**src/rtl/scan_decoder_pkg.sv**
```systemverilog
// Shared definitions for the scan decoder: mode encoding and idle output pattern.
// Latency: n/a (constants and a constant-foldable helper only).
// Backpressure: n/a.
package scan_decoder_pkg;

    localparam logic MODE_DIRECT = 1'b0;
    localparam logic MODE_SCAN   = 1'b1;

    // Widest output vector any legal parameter set can produce (SEL_W <= 6).
    localparam int MAX_CHANNELS = 64;

    // All-ones idle pattern for the low 'channels' bits. The result is
    // MAX_CHANNELS wide. Callers keep the low CHANNELS bits.
    function automatic logic [MAX_CHANNELS-1:0] idle_pattern(input int channels);
        logic [MAX_CHANNELS-1:0] p;
        p = '0;
        for (int i = 0; i < MAX_CHANNELS; i++) begin
            if (i < channels) begin
                p[i] = 1'b1;
            end
        end
        return p;
    endfunction

endpackage

```
**src/rtl/scan_tick_gen.sv**
```systemverilog
// Prescaler for scan mode: produces a one-cycle tick every div+1 running cycles.
// Latency: tick is combinational from the registered count (same-cycle as compare).
// Backpressure: none; 'run' low freezes the count, 'clr' forces it to zero.
//
// Ports:
//   clk, rst_n : clock and async active-low reset
//   run        : enabled and in scan mode; count advances only when high
//   clr        : hold count at zero (direct mode); has priority over run
//   div        : dwell divisor; tick when count >= div
//   tick       : advance strobe for the channel select
module scan_tick_gen #(
    parameter int DIV_W = 16
) (
    input  logic             clk,
    input  logic             rst_n,
    input  logic             run,
    input  logic             clr,
    input  logic [DIV_W-1:0] div,
    output logic             tick
);

    logic [DIV_W-1:0] cnt_q;
    logic [DIV_W-1:0] cnt_d;
    logic             expired;

    // >= rather than == so that lowering div below the current count
    // advances on the next running cycle instead of wrapping the counter.
    assign expired = (cnt_q >= div);
    assign tick    = run & expired;

    always_comb begin
        cnt_d = cnt_q;
        if (clr) begin
            cnt_d = '0;
        end else if (run) begin
            cnt_d = expired ? '0 : cnt_q + 1'b1;
        end
    end

    always_ff @(posedge clk or negedge rst_n) begin
        if (!rst_n) begin
            cnt_q <= '0;
        end else begin
            cnt_q <= cnt_d;
        end
    end

endmodule

```
**src/rtl/scan_decoder.sv**
```systemverilog
// Registered 138-style decoder with direct select or prescaled scanning select.
// Latency: 1 clock from sel/enables to y_n, cur_sel, wrap and active.
// Backpressure: none; disabling freezes scan position and prescaler, y_n idles high.
//
// Ports:
//   clk, rst_n          : clock and async active-low reset
//   g1, g2a_n, g2b_n    : enables (high, low, low)
//   mode                : 0 direct, 1 scan
//   sel                 : direct-mode select
//   div                 : scan dwell, each channel held div+1 enabled clocks
//   y_n                 : one-hot-low outputs
//   cur_sel             : channel currently decoded
//   wrap                : one-cycle pulse on the advance that lands on channel 0
//   active              : registered enable
module scan_decoder
    import scan_decoder_pkg::*;
#(
    parameter int SEL_W    = 3,
    parameter int CHANNELS = 8,
    parameter int DIV_W    = 16
) (
    input  logic                clk,
    input  logic                rst_n,
    input  logic                g1,
    input  logic                g2a_n,
    input  logic                g2b_n,
    input  logic                mode,
    input  logic [SEL_W-1:0]    sel,
    input  logic [DIV_W-1:0]    div,
    output logic [CHANNELS-1:0] y_n,
    output logic [SEL_W-1:0]    cur_sel,
    output logic                wrap,
    output logic                active
);

    localparam logic [MAX_CHANNELS-1:0] IDLE_FULL = idle_pattern(CHANNELS);
    localparam logic [CHANNELS-1:0]     IDLE      = IDLE_FULL[CHANNELS-1:0];
    localparam logic [SEL_W-1:0]        LAST_SEL  = SEL_W'(CHANNELS - 1);

    logic                en;
    logic                tick;
    logic                scan_mode;

    logic [SEL_W-1:0]    cur_sel_q, cur_sel_d;
    logic [CHANNELS-1:0] y_n_q,     y_n_d;
    logic                wrap_q,    wrap_d;
    logic                active_q;

    assign en        = g1 & ~g2a_n & ~g2b_n;
    assign scan_mode = (mode == MODE_SCAN);

    scan_tick_gen #(
        .DIV_W (DIV_W)
    ) u_tick (
        .clk   (clk),
        .rst_n (rst_n),
        .run   (en & scan_mode),
        .clr   (~scan_mode),
        .div   (div),
        .tick  (tick)
    );

    // Next select. A disabled decoder freezes its position in both modes.
    // The advance treats anything at or above the last channel as the end of
    // the scan, so an out-of-range value left by direct mode goes to 0.
    always_comb begin
        cur_sel_d = cur_sel_q;
        wrap_d    = 1'b0;
        if (en) begin
            if (!scan_mode) begin
                cur_sel_d = sel;
            end else if (tick) begin
                if (cur_sel_q >= LAST_SEL) begin
                    cur_sel_d = '0;
                    wrap_d    = 1'b1;
                end else begin
                    cur_sel_d = cur_sel_q + 1'b1;
                end
            end
        end
    end

    // Decode from the same next-select value that cur_sel registers, so the
    // two outputs can never disagree. Selects >= CHANNELS match no bit.
    always_comb begin
        y_n_d = IDLE;
        if (en) begin
            for (int i = 0; i < CHANNELS; i++) begin
                if (cur_sel_d == SEL_W'(i)) begin
                    y_n_d[i] = 1'b0;
                end
            end
        end
    end

    always_ff @(posedge clk or negedge rst_n) begin
        if (!rst_n) begin
            cur_sel_q <= '0;
            y_n_q     <= IDLE;
            wrap_q    <= 1'b0;
            active_q  <= 1'b0;
        end else begin
            cur_sel_q <= cur_sel_d;
            y_n_q     <= y_n_d;
            wrap_q    <= wrap_d;
            active_q  <= en;
        end
    end

    assign y_n     = y_n_q;
    assign cur_sel = cur_sel_q;
    assign wrap    = wrap_q;
    assign active  = active_q;

endmodule
```
**config.mk**
```make
export PLATFORM = sky130hd
export DESIGN_NAME = scan_decoder
export DESIGN_NICKNAME = d
export VERILOG_FILES = /design/src/rtl/scan_decoder_pkg.sv /design/src/rtl/scan_tick_gen.sv /design/src/rtl/scan_decoder.sv
export SDC_FILE = /design/constraint.sdc
export NUM_CORES = 1
export LEC_CHECK = 0
export CAP_MARGIN = 30
export CORE_MARGIN = 3
export CORE_UTILIZATION = 46
export CTS_CLUSTER_DIAMETER = 50
export DETAILED_ROUTE_END_ITERATION = 10
export PLACE_DENSITY = 0.84
export SLEW_MARGIN = 30
export SYNTH_ARGS = -nofsm -noshare
export SYNTH_HDL_FRONTEND = slang
export SYNTH_HIERARCHICAL = 1
export SYNTH_SLANG_ARGS = --single-unit
```
**constraint.sdc**
```tcl
create_clock -name clk -period 2.5 [get_ports clk]
set_input_delay 0.375 -clock clk [delete_from_list [all_inputs] [get_ports clk]]
set_output_delay 0.375 -clock clk [all_outputs]
set_load 0.01 [all_outputs]
```
======== Word-level counts from Yosys, hierarchy flattened ========
Index checks and enable logic that the tools add are counted.
cells by class
  bitwise gates (word level) .............. 6
  multiplexer cells ....................... 20
  reductions and logical operators ........ 1
  $add $sub $neg .......................... 2
  eq/ne operators ......................... 8
  order comparisons ....................... 2
operators by type and width
  cell                                                                      number
  16-bit two-way mux                                                        3
  16-bit by 1-bit adder with 16-bit output (second input constant)          1
  16-bit >= comparator                                                      1
  3-bit equality test (second input constant)                               4
  1-bit two-way mux                                                         12
  3-bit two-way mux                                                         4
  8-bit two-way mux                                                         1
  3-bit by 2-bit equality test with 1-bit output (second input constant)    2
  1-bit AND                                                                 4
  3-bit by 1-bit adder with 3-bit output (second input constant)            1
  3-bit by 1-bit equality test with 1-bit output (second input constant)    1
  3-bit >= comparator (second input constant)                               1
  3-bit zero test                                                           1
  2-bit by 1-bit inequality test with 1-bit output (second input constant)  1
  1-bit inverter                                                            2
storage, ports and cells
  input port bits ......................... 25
  bits in registers ....................... 29
  output and inout port bits .............. 13
  logic and storage cells ................. 44

======== Longest topological paths before layout ========
Gate-level depths: netlist (run 1).
  depth in word-level cells ............... 11
  mapped depth ............................ 12
  depth with buffers taken out ............ 12

======== Modules after synthesis ========
The synthesis (run 1) kept the hierarchy.
modules (own cells, without submodules)
  module         sequential area each (sq um)  instances  area each (sq um)  cells each
  scan_tick_gen  400.4                         1          1300.0             150
  scan_decoder   335.3                         1          600.6              50

======== Least setup slack after synthesis (run 1) ========
No wires, ideal clock.
  kind .................................... register -> register
  from .................................... register u_tick.cnt_q[13]
  to ...................................... register cur_sel_q[2], in the netlist cur_sel[2]
  setup time .............................. 122 ps
  data arrival time ....................... 2573 ps
  stages on the path, launching flop included .. 11
  required time ........................... 2378 ps
  slack ................................... -195 ps
  cell sequence ........................... dfrtp_1 ha_1 nand4_1 or3_1 a31o_2 o31ai_1 o21a_1 mux2_2 a41oi_1 and2_1 nor2_1
on the way
  cells in the longest elaborated chain, start to end .. 5
ends and longest elaborated chain
  element                 RTL line             source
  from (decl)             scan_tick_gen.sv:22  logic [DIV_W-1:0] cnt_q;
  from (signal assigned)  scan_tick_gen.sv:44  cnt_q <= cnt_d;
  16-bit >= comparator    scan_tick_gen.sv:28  assign expired = (cnt_q >= div);
  1-bit AND               scan_tick_gen.sv:29  assign tick = run & expired;
  named net tick          scan_decoder.sv:41   logic tick;
  3-bit two-way mux       scan_decoder.sv:72   end else if (tick) begin
  3-bit two-way mux       scan_decoder.sv:70   if (!scan_mode) begin
  3-bit two-way mux       scan_decoder.sv:69   if (en) begin
  named net cur_sel_d[2]  scan_decoder.sv:44   logic [SEL_W-1:0] cur_sel_q, cur_sel_d;
  to (signal assigned)    scan_decoder.sv:103  cur_sel_q <= cur_sel_d;
  to (decl)               scan_decoder.sv:44
The timed path passes the listed nets, and every way through them passes these cells.
A chain may end at the register's enable or synchronous reset.

======== Final worst setup path (run 1) ========
  from .................................... register u_tick.cnt_q[13]
  to ...................................... register y_n_q[3], in the netlist y_n[3]
on the way
  cells in the longest elaborated chain, start to end .. 8
ends and longest elaborated chain
  element                                         RTL line             source
  16-bit >= comparator                            scan_tick_gen.sv:28
  1-bit AND                                       scan_tick_gen.sv:29
  named net tick                                  scan_decoder.sv:41
  3-bit two-way mux                               scan_decoder.sv:72
  3-bit two-way mux                               scan_decoder.sv:70
  3-bit two-way mux                               scan_decoder.sv:69
  3-bit by 2-bit equality test with 1-bit output  scan_decoder.sv:89   if (cur_sel_d == SEL_W'(i)) begin
  1-bit two-way mux                               scan_decoder.sv:89
  8-bit two-way mux                               scan_decoder.sv:87   if (en) begin
  named net y_n_d[3]                              scan_decoder.sv:45   logic [CHANNELS-1:0] y_n_q, y_n_d;
  to (signal assigned)                            scan_decoder.sv:104  y_n_q <= y_n_d;
  to (decl)                                       scan_decoder.sv:45
The timed path passes the listed nets, and every way through them passes these cells.

==> metrics.md, run 1 <==
| Metric | Value |
|---|---|
| Most frequent cells in the layout | `28 x clkdlybuf4s50_1, 28 x buf_4, 20 x dfrtp_1` |
| Setup tns final | `-423 ps` |
| Cells on worst reg2reg path | `9` |
| VDD IR-drop max | `242 uV` |
| Routability cong. | `0.833` |
| Vias per cell | `5.76` |
| Placeable core area | `0.00383 mm^2` |
| CP Data Required Time | `2700 ps` |
| H-tree depth | `2` |
| WP buf/inv | `0` |
| Crit. End Element | `register` |
| Design area | `0.00284 mm^2` |
| Critical R2R Capture | `y_n[3]$_DFF_PN1_` |
| Top Family by Delay on Critical Path | `simple AND/OR/NAND/NOR gates` |
| # port buffers | `37` |
| First-pass GRT wire length | `8100 um` |
| # rows | `22` |
| Post-synthesis sequential area ratio | `38.7%` |
| Status | `finished, violations left` |
| Crit start category | `register` |
| HP Class | `in -> async` |
| Initial core utilization | `49.7%` |
| Hold_buf cts | `0` |
| Initial drt markers | `191` |
| Area grow syn2layout | `49.2%` |
| Area contributors post-synth | `dfrtp_1 28%, ha_1 13%, dfstp_2 11%, nand3_1 4.5%, inv_1 4.1%` |
| Post-synth net total | `244` |
| DP Area | `0.00249 mm^2` |
| Fin Hold WS | `479 ps` |
| Die W | `70.3 um` |
| Crit share post-route | `103%` |
| Worst setup margin | `-69.9 ps` |
| Post-Syn Area | `0.00190 mm^2` |
| DIE AREA | `0.00494 mm^2` |
| Layout cell share with drive strength beyond 1 | `31.9%` |
| Achievable Freq | `389 MHz` |
| MaxCap Viol Count | `0` |
| Yosys cell types | `44` |
| Post-Synthesis Cells | `200` |
| Cts bufs inserted | `5` |
| Pin slew with the least headroom to its limit | `644 ps` |
| Num Clock Sinks | `29` |
| DRC viols | `0` |
| Synth Flop Type | `dfrtp_1` |
| PwrDens | `406 mW/mm^2` |
| Clock Tree Buf Depth | `2` |
| CP max FO | `6` |
| Number of synthesized flops with an enable pin | `0` |
| Total power draw | `1.15 mW` |
| First-pass DRT Iterations | `5` |
| Vias | `1,832` |
| Fillers | `264` |
| Post-synth top area share | `27.6%` |
| Cell leakage power | `1.25 nW` |
| Worst reg-to-reg setup slack | `-70 ps` |
| Root buffer cell | `clkbuf_8` |
| Hpwl dp | `3320 um` |
| Antenna violations before repair | `0` |
| Antenna fix cells | `0` |
| Number of global-route vias before repair | `1,812` |
| Crit-path max cell delay | `550 ps` |
| Gr usage total | `20.5%` |
| I/O pin count | `38` |
| Final core utilization | `74.1%` |
| CP Cell Sequence | `ha_4 -> a211oi_2 -> nor2_1 -> or4_4 -> o21a_4 -> mux2_4 -> a41oi_2 -> and2_4 -> nand3_2` |
| Post-Layout Cell Count | `318` |
| Routed WL per cell | `15.8 um` |
| Grt total ovfl | `0` |
| Max-slew violation count | `0` |
| CP max stage cell | `or4_4` |
| Failing checks | `negative setup slack` |
| Yosys warns | `6` |
| Flops & latches, synth | `29` |
| Antenna Nets Post-Route | `0` |
| Clk_skew | `8.60 ps` |
| CP Class | `reg -> reg` |
| Worst path arrival time | `2770 ps` |
| Final Critical Period | `2570 ps` |
| Ys async rst share | `100%` |
| WL final | `5020 um` |
| Mean area per synthesized cell | `9.50 um^2` |
| Launching point of the worst reg2reg path | `u_tick/cnt_q[13]$_DFFE_PN0P_` |
| Largest net degree at the start of global routing | `30` |
| Synth area leader | `dfrtp_1` |
| RSZ-0062 raised after global routing | `true` |
| Chip height | `70.3 um` |
| Layout Nets | `313` |
| # setup viols final | `9` |
| Final Hold Viols | `0` |
| Clk pin slew, worst setup/hold paths | `70 ps` |
| Inst Count DP | `303` |
| Slew margin rel. | `56.9%` |
| Post-place setup slack | `-642 ps` |
| Clock latency on the worst-skew pair | `290 ps` |
| CTS tree | `done` |
-- sequential cells by signal, indices dropped and copies added (netlist names) --
signal,flops
active,1
cur_sel,3
u_tick/cnt_q,16
wrap,1
y_n,8
-- kinds of logic after synthesis --
family	Yosys count	synth area share (%)
and+or+nand+nor	81	24.8
AOI/OAI and AO/OA	38	13.4
DFF	29	38.7
buffers and inverters	28	7.83
adders and majority gates	19	12.5
muxes	5	2.76
-- what timing repair did --
| item | CTS | global route |
|---|---|---|
| setup endpoints to repair | 28 | 23 |
| gates resized for setup | 33 | 9 |
| cloned | 0 | 1 |
| pin swaps | 18 | 12 |
| buffers inserted | 3 | 3 |
-- worst max path at each step --
stage | start | slack, ps | depth (start not counted) | to
detailed placement | div[14] | -640 | 11 | y_n[0]$_DFF_PN1_
finish | u_tick/cnt_q[13]$_DFFE_PN0P_ | -70 | 9 | y_n[3]$_DFF_PN1_
CTS | u_tick/cnt_q[12]$_DFFE_PN0P_ | -110 | 10 | y_n[0]$_DFF_PN1_
global route | u_tick/cnt_q[13]$_DFFE_PN0P_ | -160 | 10 | y_n[2]$_DFF_PN1_
floorplan | u_tick/cnt_q[13]$_DFFE_PN0P_ | 40 | 9 | cur_sel[2]$_DFF_PN0_
global placement | div[14] | -480 | 11 | y_n[3]$_DFF_PN1_
-- worst register-to-register path: cells and delay by family (launching register included) --
family                   cells  cell delay [ps]
AND/OR/NAND/NOR              4              930
flip-flops                   1              420
AO/OA/AOI/OAI                3              610
multiplexers                 1              310
adder cells (fa/ha/maj)      1              230
-- report_power, final --
| part | total, mW | switching (mW) | internal [mW] |
|---|---|---|---|
| Clock | 0.473 | 0.178 | 0.295 |
| Sequential | 0.490 | 0.0104 | 0.480 |
| Combinational | 0.188 | 0.0869 | 0.101 |
-- routing by layer --
metal,wire length [um],up-vias,GRT usage [%]
li1,-,866,-
met2,2410,104,35.3
met5,0,-,0
met1,2110,849,24.1
met4,114,0,7.02
met3,385,13,5.76
-- area by class of cell --
class,instances,area (um^2),share of cell area (%)
inverter,23,104,3.66
sequential,29,737,26.0
clock inverter,2,35.0,1.24
timing repair buffer,67,613,21.6
tap,48,60.1,2.12
clock buffer,6,72.6,2.56
multi-input combinational,143,1210,42.8
-- synthesized netlist by cell type, types with 2 or more instances --
| cell type | count |
|---|---|
| nand2_1 | 11 |
| a22o_1 | 2 |
| inv_1 | 21 |
| ha_1 | 19 |
| o211ai_1 | 2 |
| dfrtp_1 | 21 |
| o21a_1 | 2 |
| nor2_1 | 12 |
| mux2i_1 | 3 |
| nand3b_1 | 6 |
| nor3_1 | 4 |
| mux2_2 | 2 |
| nand3_1 | 17 |
| buf_6 | 4 |
| nand2b_1 | 6 |
| and4_1 | 2 |
| or3b_1 | 2 |
| dfstp_2 | 8 |
| nand4_1 | 8 |
| a31oi_1 | 5 |
| a21oi_1 | 13 |
| o21ai_0 | 5 |
| and3_1 | 4 |
(Power assumes the default switching activity.)
==> inputs of run 2 (changes only) <==
--- a/config.mk
+++ b/config.mk
@@ -6,7 +6,7 @@
 export NUM_CORES = 1
 export LEC_CHECK = 0
 export CAP_MARGIN = 30
-export CORE_MARGIN = 3
+export CORE_MARGIN = 2
 export CORE_UTILIZATION = 46
 export CTS_CLUSTER_DIAMETER = 50
 export DETAILED_ROUTE_END_ITERATION = 10
==> metrics.md, run 2 (same netlist as run 1, synthesis figures left out) <==
| Metric | Value |
|---|---|
| Final core utilization | `73.0% (was 74.1%)` |
| Flop pwr share | `38.9% (was 42.6%)` |
| Max-slew violation count | `0 (unchanged)` |
| Design area | `0.00292 mm^2 (was 0.00284 mm^2)` |
| Net Sw Power | `0.289 mW (was 0.276 mW)` |
| Antenna Nets Post-Route | `0 (unchanged)` |
| Placeable core area | `0.00400 mm^2 (was 0.00383 mm^2)` |
| DIE AREA | `0.00466 mm^2 (was 0.00494 mm^2)` |
| Chip height | `68.3 um (was 70.3 um)` |
| Clk pin slew, worst setup/hold paths | `70 ps (about the same)` |
| VDD IR-drop max | `364 uV (was 242 uV)` |
| Internal power | `0.975 mW (was 0.876 mW)` |
| Final Critical Period | `2630 ps (was 2570 ps)` |
| CP Data Required Time | `2710 ps (was 2700 ps)` |
| I/O pin count | `38 (unchanged)` |
| Clock Tree Buf Depth | `2 (unchanged)` |
| Sw Ratio | `22.8% (was 23.9%)` |
| Worst path arrival time | `2830 ps (was 2770 ps)` |
| Clock latency on the worst-skew pair | `280 ps (was 290 ps)` |
| Gr usage total | `23.2% (was 20.5%)` |
| Die W | `68.3 um (was 70.3 um)` |
| Final Hold Viols | `0 (unchanged)` |
| Cell leakage power | `1.27 nW (was 1.25 nW)` |
| Failing checks | `negative setup slack (unchanged)` |
| Initial drt markers | `166 (was 191)` |
| DP Area | `0.00249 mm^2 (about the same)` |
| Inst Count DP | `304 (was 303)` |
| Antenna violations before repair | `0 (unchanged)` |
| First-pass GRT wire length | `8100 um (unchanged)` |
| Combinational share of power | `14.9% (was 16.3%)` |
| Antenna fix cells | `0 (unchanged)` |
| Vias per cell | `5.68 (was 5.76)` |
| HP Class | `in -> async (unchanged)` |
| # setup viols final | `20 (was 9)` |
| RSZ-0062 raised after global routing | `true (unchanged)` |
| Initial core utilization | `47.5% (was 49.7%)` |
| Clock power share | `46.3% (was 41.1%)` |
| Worst setup margin | `-126 ps (was -69.9 ps)` |
| Grt total ovfl | `0 (unchanged)` |
| MaxCap Viol Count | `0 (unchanged)` |
| # port buffers | `37 (unchanged)` |
| Pin slew with the least headroom to its limit | `996 ps (was 644 ps)` |
| Most common cell after layout, fill and taps aside | `clkdlybuf4s50_1` |
| Largest register FFs | `16 (unchanged)` |
| Crit start category | `register (unchanged)` |
| Number of global-route vias before repair | `1,816 (was 1,812)` |
| Largest net degree at the start of global routing | `30 (unchanged)` |
| Crit share post-route | `105% (was 103%)` |
| Achievable Freq | `381 MHz (was 389 MHz)` |
| PwrDens | `433 mW/mm^2 (was 406 mW/mm^2)` |
| # rows | `23 (was 22)` |
| Hpwl dp | `3390 um (was 3320 um)` |
| Largest Register | `u_tick/cnt_q (unchanged)` |
| First-pass DRT Iterations | `4 (was 5)` |
| CP max FO | `6 (unchanged)` |
| H-tree depth | `2 (unchanged)` |
| Area grow syn2layout | `53.7% (was 49.2%)` |
| Layout Nets | `313 (unchanged)` |
| Root buffer cell | `clkbuf_8 (unchanged)` |
| Crit. End Element | `register (unchanged)` |
| Slew margin rel. | `33.3% (was 56.9%)` |
| DRC viols | `0 (unchanged)` |
| Most frequent cells in the layout | `29 x clkdlybuf4s50_1, 22 x buf_4, 20 x dfrtp_1 (was 28 x clkdlybuf4s50_1, 28 x buf_4, 20 x dfrtp_1)` |
| Num Clock Sinks | `29 (unchanged)` |
| Routed WL per cell | `16.3 um (was 15.8 um)` |
| CP Class | `reg -> reg (unchanged)` |
| WL final | `5200 um (was 5020 um)` |
| CTS tree | `done (unchanged)` |
| Layout cell share with drive strength beyond 1 | `35.9% (was 31.9%)` |
| Routability cong. | `0.869 (was 0.833)` |
| Vias | `1,817 (was 1,832)` |
| Cts bufs inserted | `5 (unchanged)` |
| Clk_skew | `10.8 ps (was 8.60 ps)` |
| Post-Layout Cell Count | `320 (was 318)` |
| Status | `finished, violations left (unchanged)` |
-- run 2: changes by cell type in the layout (fill, tap and decap cells not counted), sizes merged --
| cell | previous run | this run |
|---|---|---|
| clkdlybuf4s50 | 28 | 29 |
| buf | 29 | 30 |
| bufinv | 1 | 2 |
| dlymetal6s2s | 1 | 0 |
| clkbuf | 7 | 5 |
-- run 2: per-layer routing --
layer | global-route usage (%) | vias up | wire length (um)
met5 | 0 | - | 0
met4 | 6.25 | 0 | 57
met3 | 5.92 | 8 | 270
met2 | 43.2 | 65 | 2690
met1 | 26.0 | 892 | 2180
li1 | - | 852 | -
-- run 2: final cells by class --
type	instances	area, um^2
multi-input cells	143	1260
fillers	274	1080
flip-flops and latches	29	737
repair buffers	67	619
inverters	23	104
clock buffers	5	68.8
clock inverters	3	65.1
well taps	50	62.6
-- run 2: critical path: stages (launching register included) --
cell and delay (ps):
dfrtp_2 430, ha_4 260, nand4_1 140, buf_4 140, nor3_2 40, or4_4 510, o21a_4 260, mux2_4 310
a41oi_2 160, and2_4 220, nand3_2 90
-- run 2: timing repair --
action                     in CTS  in global routing
cloned                          1                  1
gates resized for setup        40                 27
hold buffers                    0                  0
pin swaps                      28                 16
setup endpoints to repair      25                 27
buffers inserted                7                  0
-- run 2: final timing paths --
kind                            slack (ps)                         start                      endpoint  depth (start not counted)
worst max-delay path                  -130  u_tick/cnt_q[13]$_DFFE_PN0P_              y_n[1]$_DFF_PN1_                         10
worst max register to register        -130  u_tick/cnt_q[13]$_DFFE_PN0P_              y_n[1]$_DFF_PN1_                         10
min in group clk                       550   u_tick/cnt_q[2]$_DFFE_PN0P_   u_tick/cnt_q[2]$_DFFE_PN0P_                          1
worst min-delay path                   480                         rst_n  u_tick/cnt_q[10]$_DFFE_PN0P_                          2
worst min register to register         550   u_tick/cnt_q[2]$_DFFE_PN0P_   u_tick/cnt_q[2]$_DFFE_PN0P_                          1
max in group asynchronous             1700                         rst_n              y_n[0]$_DFF_PN1_                          2
-- run 2: per-stage QoR --
stage / TNS [ps] / total power, mW / setup slack (ps) / hold WS, ps
after floorplan: 0 / 0.572 / 36.9 / 79.4
final: -1300 / 1.26 / -126 / 481
after detailed placement: -12630 / 0.660 / -567 / 535
after global placement: -11060 / 0.653 / -512 / 512
after global routing: -2980 / 1.31 / -207 / 515
after CTS: -894 / 1.26 / -84.9 / 493
-- run 2: power by group through the flow --
stage,registers (mW),clock network (mW),logic (mW)
6_report,0.491,0.584,0.188
5_1_grt,0.492,0.612,0.206
4_1_cts,0.490,0.594,0.178
3_5_place_dp,0.498,0,0.161
3_3_place_gp,0.498,0,0.154
2_1_floorplan,0.500,0,0.0714
==> inputs of run 3 (changes only) <==
--- a/config.mk
+++ b/config.mk
@@ -7,10 +7,10 @@
 export LEC_CHECK = 0
 export CAP_MARGIN = 30
 export CORE_MARGIN = 2
-export CORE_UTILIZATION = 46
+export CORE_UTILIZATION = 50
 export CTS_CLUSTER_DIAMETER = 50
 export DETAILED_ROUTE_END_ITERATION = 10
-export PLACE_DENSITY = 0.84
+export PLACE_DENSITY = 0.87
 export SLEW_MARGIN = 30
 export SYNTH_ARGS = -nofsm -noshare
 export SYNTH_HDL_FRONTEND = slang
==> constraint.sdc (replaced) <==
create_clock -name clk -period 3 [get_ports clk]
set_input_delay 0.45 -clock clk [delete_from_list [all_inputs] [get_ports clk]]
set_output_delay 0.45 -clock clk [all_outputs]
set_load 0.01 [all_outputs]
==> metrics.md, run 3 (same netlist as run 1, synthesis figures left out) <==
| Metric | Value |
|---|---|
| Status | `completed (was finished, violations left)` |
| Slew margin rel. | `52.5% (was 33.3%)` |
| CP Class | `in -> reg (was reg -> reg)` |
| Fillers | `269 (was 274)` |
| RSZ-0062 raised after global routing | `true (unchanged)` |
| Design area | `0.00253 mm^2 (was 0.00292 mm^2)` |
| Gr usage total | `22.3% (was 23.2%)` |
| Chip height | `65.7 um (was 68.3 um)` |
| Number of global-route vias before repair | `1,632 (was 1,816)` |
| Clock Tree Buf Depth | `2 (unchanged)` |
| # port buffers | `37 (unchanged)` |
| Clk_skew | `4.26 ps (was 10.8 ps)` |
| WL final | `4140 um (was 5200 um)` |
| Final Hold Viols | `0 (unchanged)` |
| # rows | `22 (was 23)` |
| Clock latency on the worst-skew pair | `290 ps (was 280 ps)` |
| DRC viols | `0 (unchanged)` |
| Cell leakage power | `1.13 nW (was 1.27 nW)` |
| Achievable Freq | `341 MHz` |
| Area grow syn2layout | `33.1% (was 53.7%)` |
| Crit start category | `input port (was register)` |
| Fin Hold WS | `504 ps (was 481 ps)` |
| Num Clock Sinks | `29 (unchanged)` |
| # setup viols final | `0 (was 20)` |
| Crit. End Element | `register (unchanged)` |
| DP Area | `0.00239 mm^2 (was 0.00249 mm^2)` |
| Root buffer cell | `clkbuf_8 (unchanged)` |
| Hold_buf cts | `0 (unchanged)` |
| Total power draw | `0.970 mW (was 1.26 mW)` |
| Grt total ovfl | `0 (unchanged)` |
| Post-Layout Cell Count | `303 (was 320)` |
| Most frequent cells in the layout | `37 x clkdlybuf4s50_1, 21 x inv_1, 21 x dfrtp_1 (was 29 x clkdlybuf4s50_1, 22 x buf_4, 20 x dfrtp_1)` |
| Setup tns final | `0 ps (was -1300 ps)` |
| H-tree depth | `2 (unchanged)` |
| Hpwl dp | `3120 um (was 3390 um)` |
| Max-slew violation count | `0 (unchanged)` |
| Antenna violations before repair | `0 (unchanged)` |
| CP max FO | `5 (was 6)` |
| Crit share post-route | `97.7%` |
| Antenna Nets Post-Route | `0 (unchanged)` |
| Worst path arrival time | `3140 ps (was 2830 ps)` |
| Initial core utilization | `51.9% (was 47.5%)` |
| Vias | `1,668 (was 1,817)` |
| Pin slew with the least headroom to its limit | `710 ps (was 996 ps)` |
| Worst setup margin | `68.9 ps (was -126 ps)` |
| CTS tree | `done (unchanged)` |
| Largest net degree at the start of global routing | `30 (unchanged)` |
| Post-place setup slack | `-386 ps (was -567 ps)` |
| Cts bufs inserted | `5 (unchanged)` |
| Initial drt markers | `62 (was 166)` |
| Placeable core area | `0.00366 mm^2 (was 0.00400 mm^2)` |
| DIE AREA | `0.00431 mm^2 (was 0.00466 mm^2)` |
| VDD IR-drop max | `344 uV (was 364 uV)` |
| Layout Nets | `298 (was 313)` |
| MaxCap Viol Count | `0 (unchanged)` |
| Die W | `65.7 um (was 68.3 um)` |
| First-pass GRT wire length | `7240 um (was 8100 um)` |
| Most common cell after layout, fill and taps aside | `clkdlybuf4s50_1 (unchanged)` |
| First-pass DRT Iterations | `5 (was 4)` |
| Largest Register | `u_tick/cnt_q (unchanged)` |
| PwrDens | `383 mW/mm^2 (was 433 mW/mm^2)` |
| I/O pin count | `38 (unchanged)` |
| Vias per cell | `5.50 (was 5.68)` |
| Final core utilization | `69.1% (was 73.0%)` |
| Routability cong. | `0.879 (was 0.869)` |
| Largest register FFs | `16 (unchanged)` |
| Inst Count DP | `294 (was 304)` |
| Layout cell share with drive strength beyond 1 | `18.4% (was 35.9%)` |
| CP Data Required Time | `3210 ps (was 2710 ps)` |
| Reg area | `736 um^2 (was 737 um^2)` |
| Area taken by multi-input logic gates | `0.00103 mm^2 (was 0.00126 mm^2)` |
| Final Critical Period | `2930 ps` |
| Routed WL per cell | `13.7 um (was 16.3 um)` |
| Antenna fix cells | `0 (unchanged)` |
| HP Class | `reg -> reg (was in -> async)` |
| Clk pin slew, worst setup/hold paths | `70 ps (about the same)` |
-- run 3: cell types whose count changed in the layout (fill, tap and decap cells not counted), moves of 4 or more --
cell	delta
buf_4	-7
a21oi_1	+10
nand3_1	+4
inv_1	+5
o21ai_1	-5
inv_2	-5
ha_4	-6
ha_1	+6
nand3_2	-4
o21ai_0	+5
a21oi_2	-8
clkdlybuf4s50_1	+8
dlygate4sd2_1	-8
buf_6	-7
-- run 3: worst paths after layout --
kind / startpoint / to / slack [ps] / cells after the start
worst max-delay path: div[14] / y_n[1]$_DFF_PN1_ / 70 / 12
worst min-delay path: u_tick/cnt_q[14]$_DFFE_PN0P_ / u_tick/cnt_q[14]$_DFFE_PN0P_ / 500 / 1
worst max register to register: u_tick/cnt_q[13]$_DFFE_PN0P_ / y_n[1]$_DFF_PN1_ / 230 / 10
worst min register to register: u_tick/cnt_q[14]$_DFFE_PN0P_ / u_tick/cnt_q[14]$_DFFE_PN0P_ / 500 / 1
max in group asynchronous: rst_n / y_n[1]$_DFF_PN1_ / 2150 / 2
min in group asynchronous: rst_n / u_tick/cnt_q[13]$_DFFE_PN0P_ / 550 / 2
-- run 3: timing repair --
item                                    CTS  global route
gates cloned                              0             0
gates resized for setup                   2             1
pin swaps                                 0             1
hold endpoints to repair                  0             0
endpoints found under the setup margin    5             7
buffers inserted                          0             1
-- run 3: layout make-up --
class	count	share of cell area, %
clock inverters	2	1.48
multi-input cells	143	40.8
clock buffers	6	3.26
flip-flops and latches	29	29.1
well taps	48	2.37
repair buffers	52	19.1
inverters	23	3.96
-- run 3: worst max-delay path: stages --
cell	delay, ps
clkdlybuf4s50_1	460
inv_1	40
ha_1	290
nand4_1	150
or3_4	420
a31o_2	240
o31ai_1	70
o21a_1	170
mux2_2	350
a41oi_2	230
and2_4	200
nand3_1	80
-- run 3: report_power, final --
group / switching (mW) / internal (mW) / total, mW
Sequential: 0.00950 / 0.400 / 0.409
Clock: 0.161 / 0.270 / 0.430
Combinational: 0.0581 / 0.0721 / 0.130
Total: 0.228 / 0.742 / 0.970
-- run 3: metal layers --
metal	part of all wire, %	routed length (um)	vias up	track usage [%]
met2	49	2050	50	38.0
met3	5.8	240	5	7.88
li1	-	-	829	-
met1	43	1800	784	26.4
met5	0	0	-	0
met4	1.4	56	0	6.51
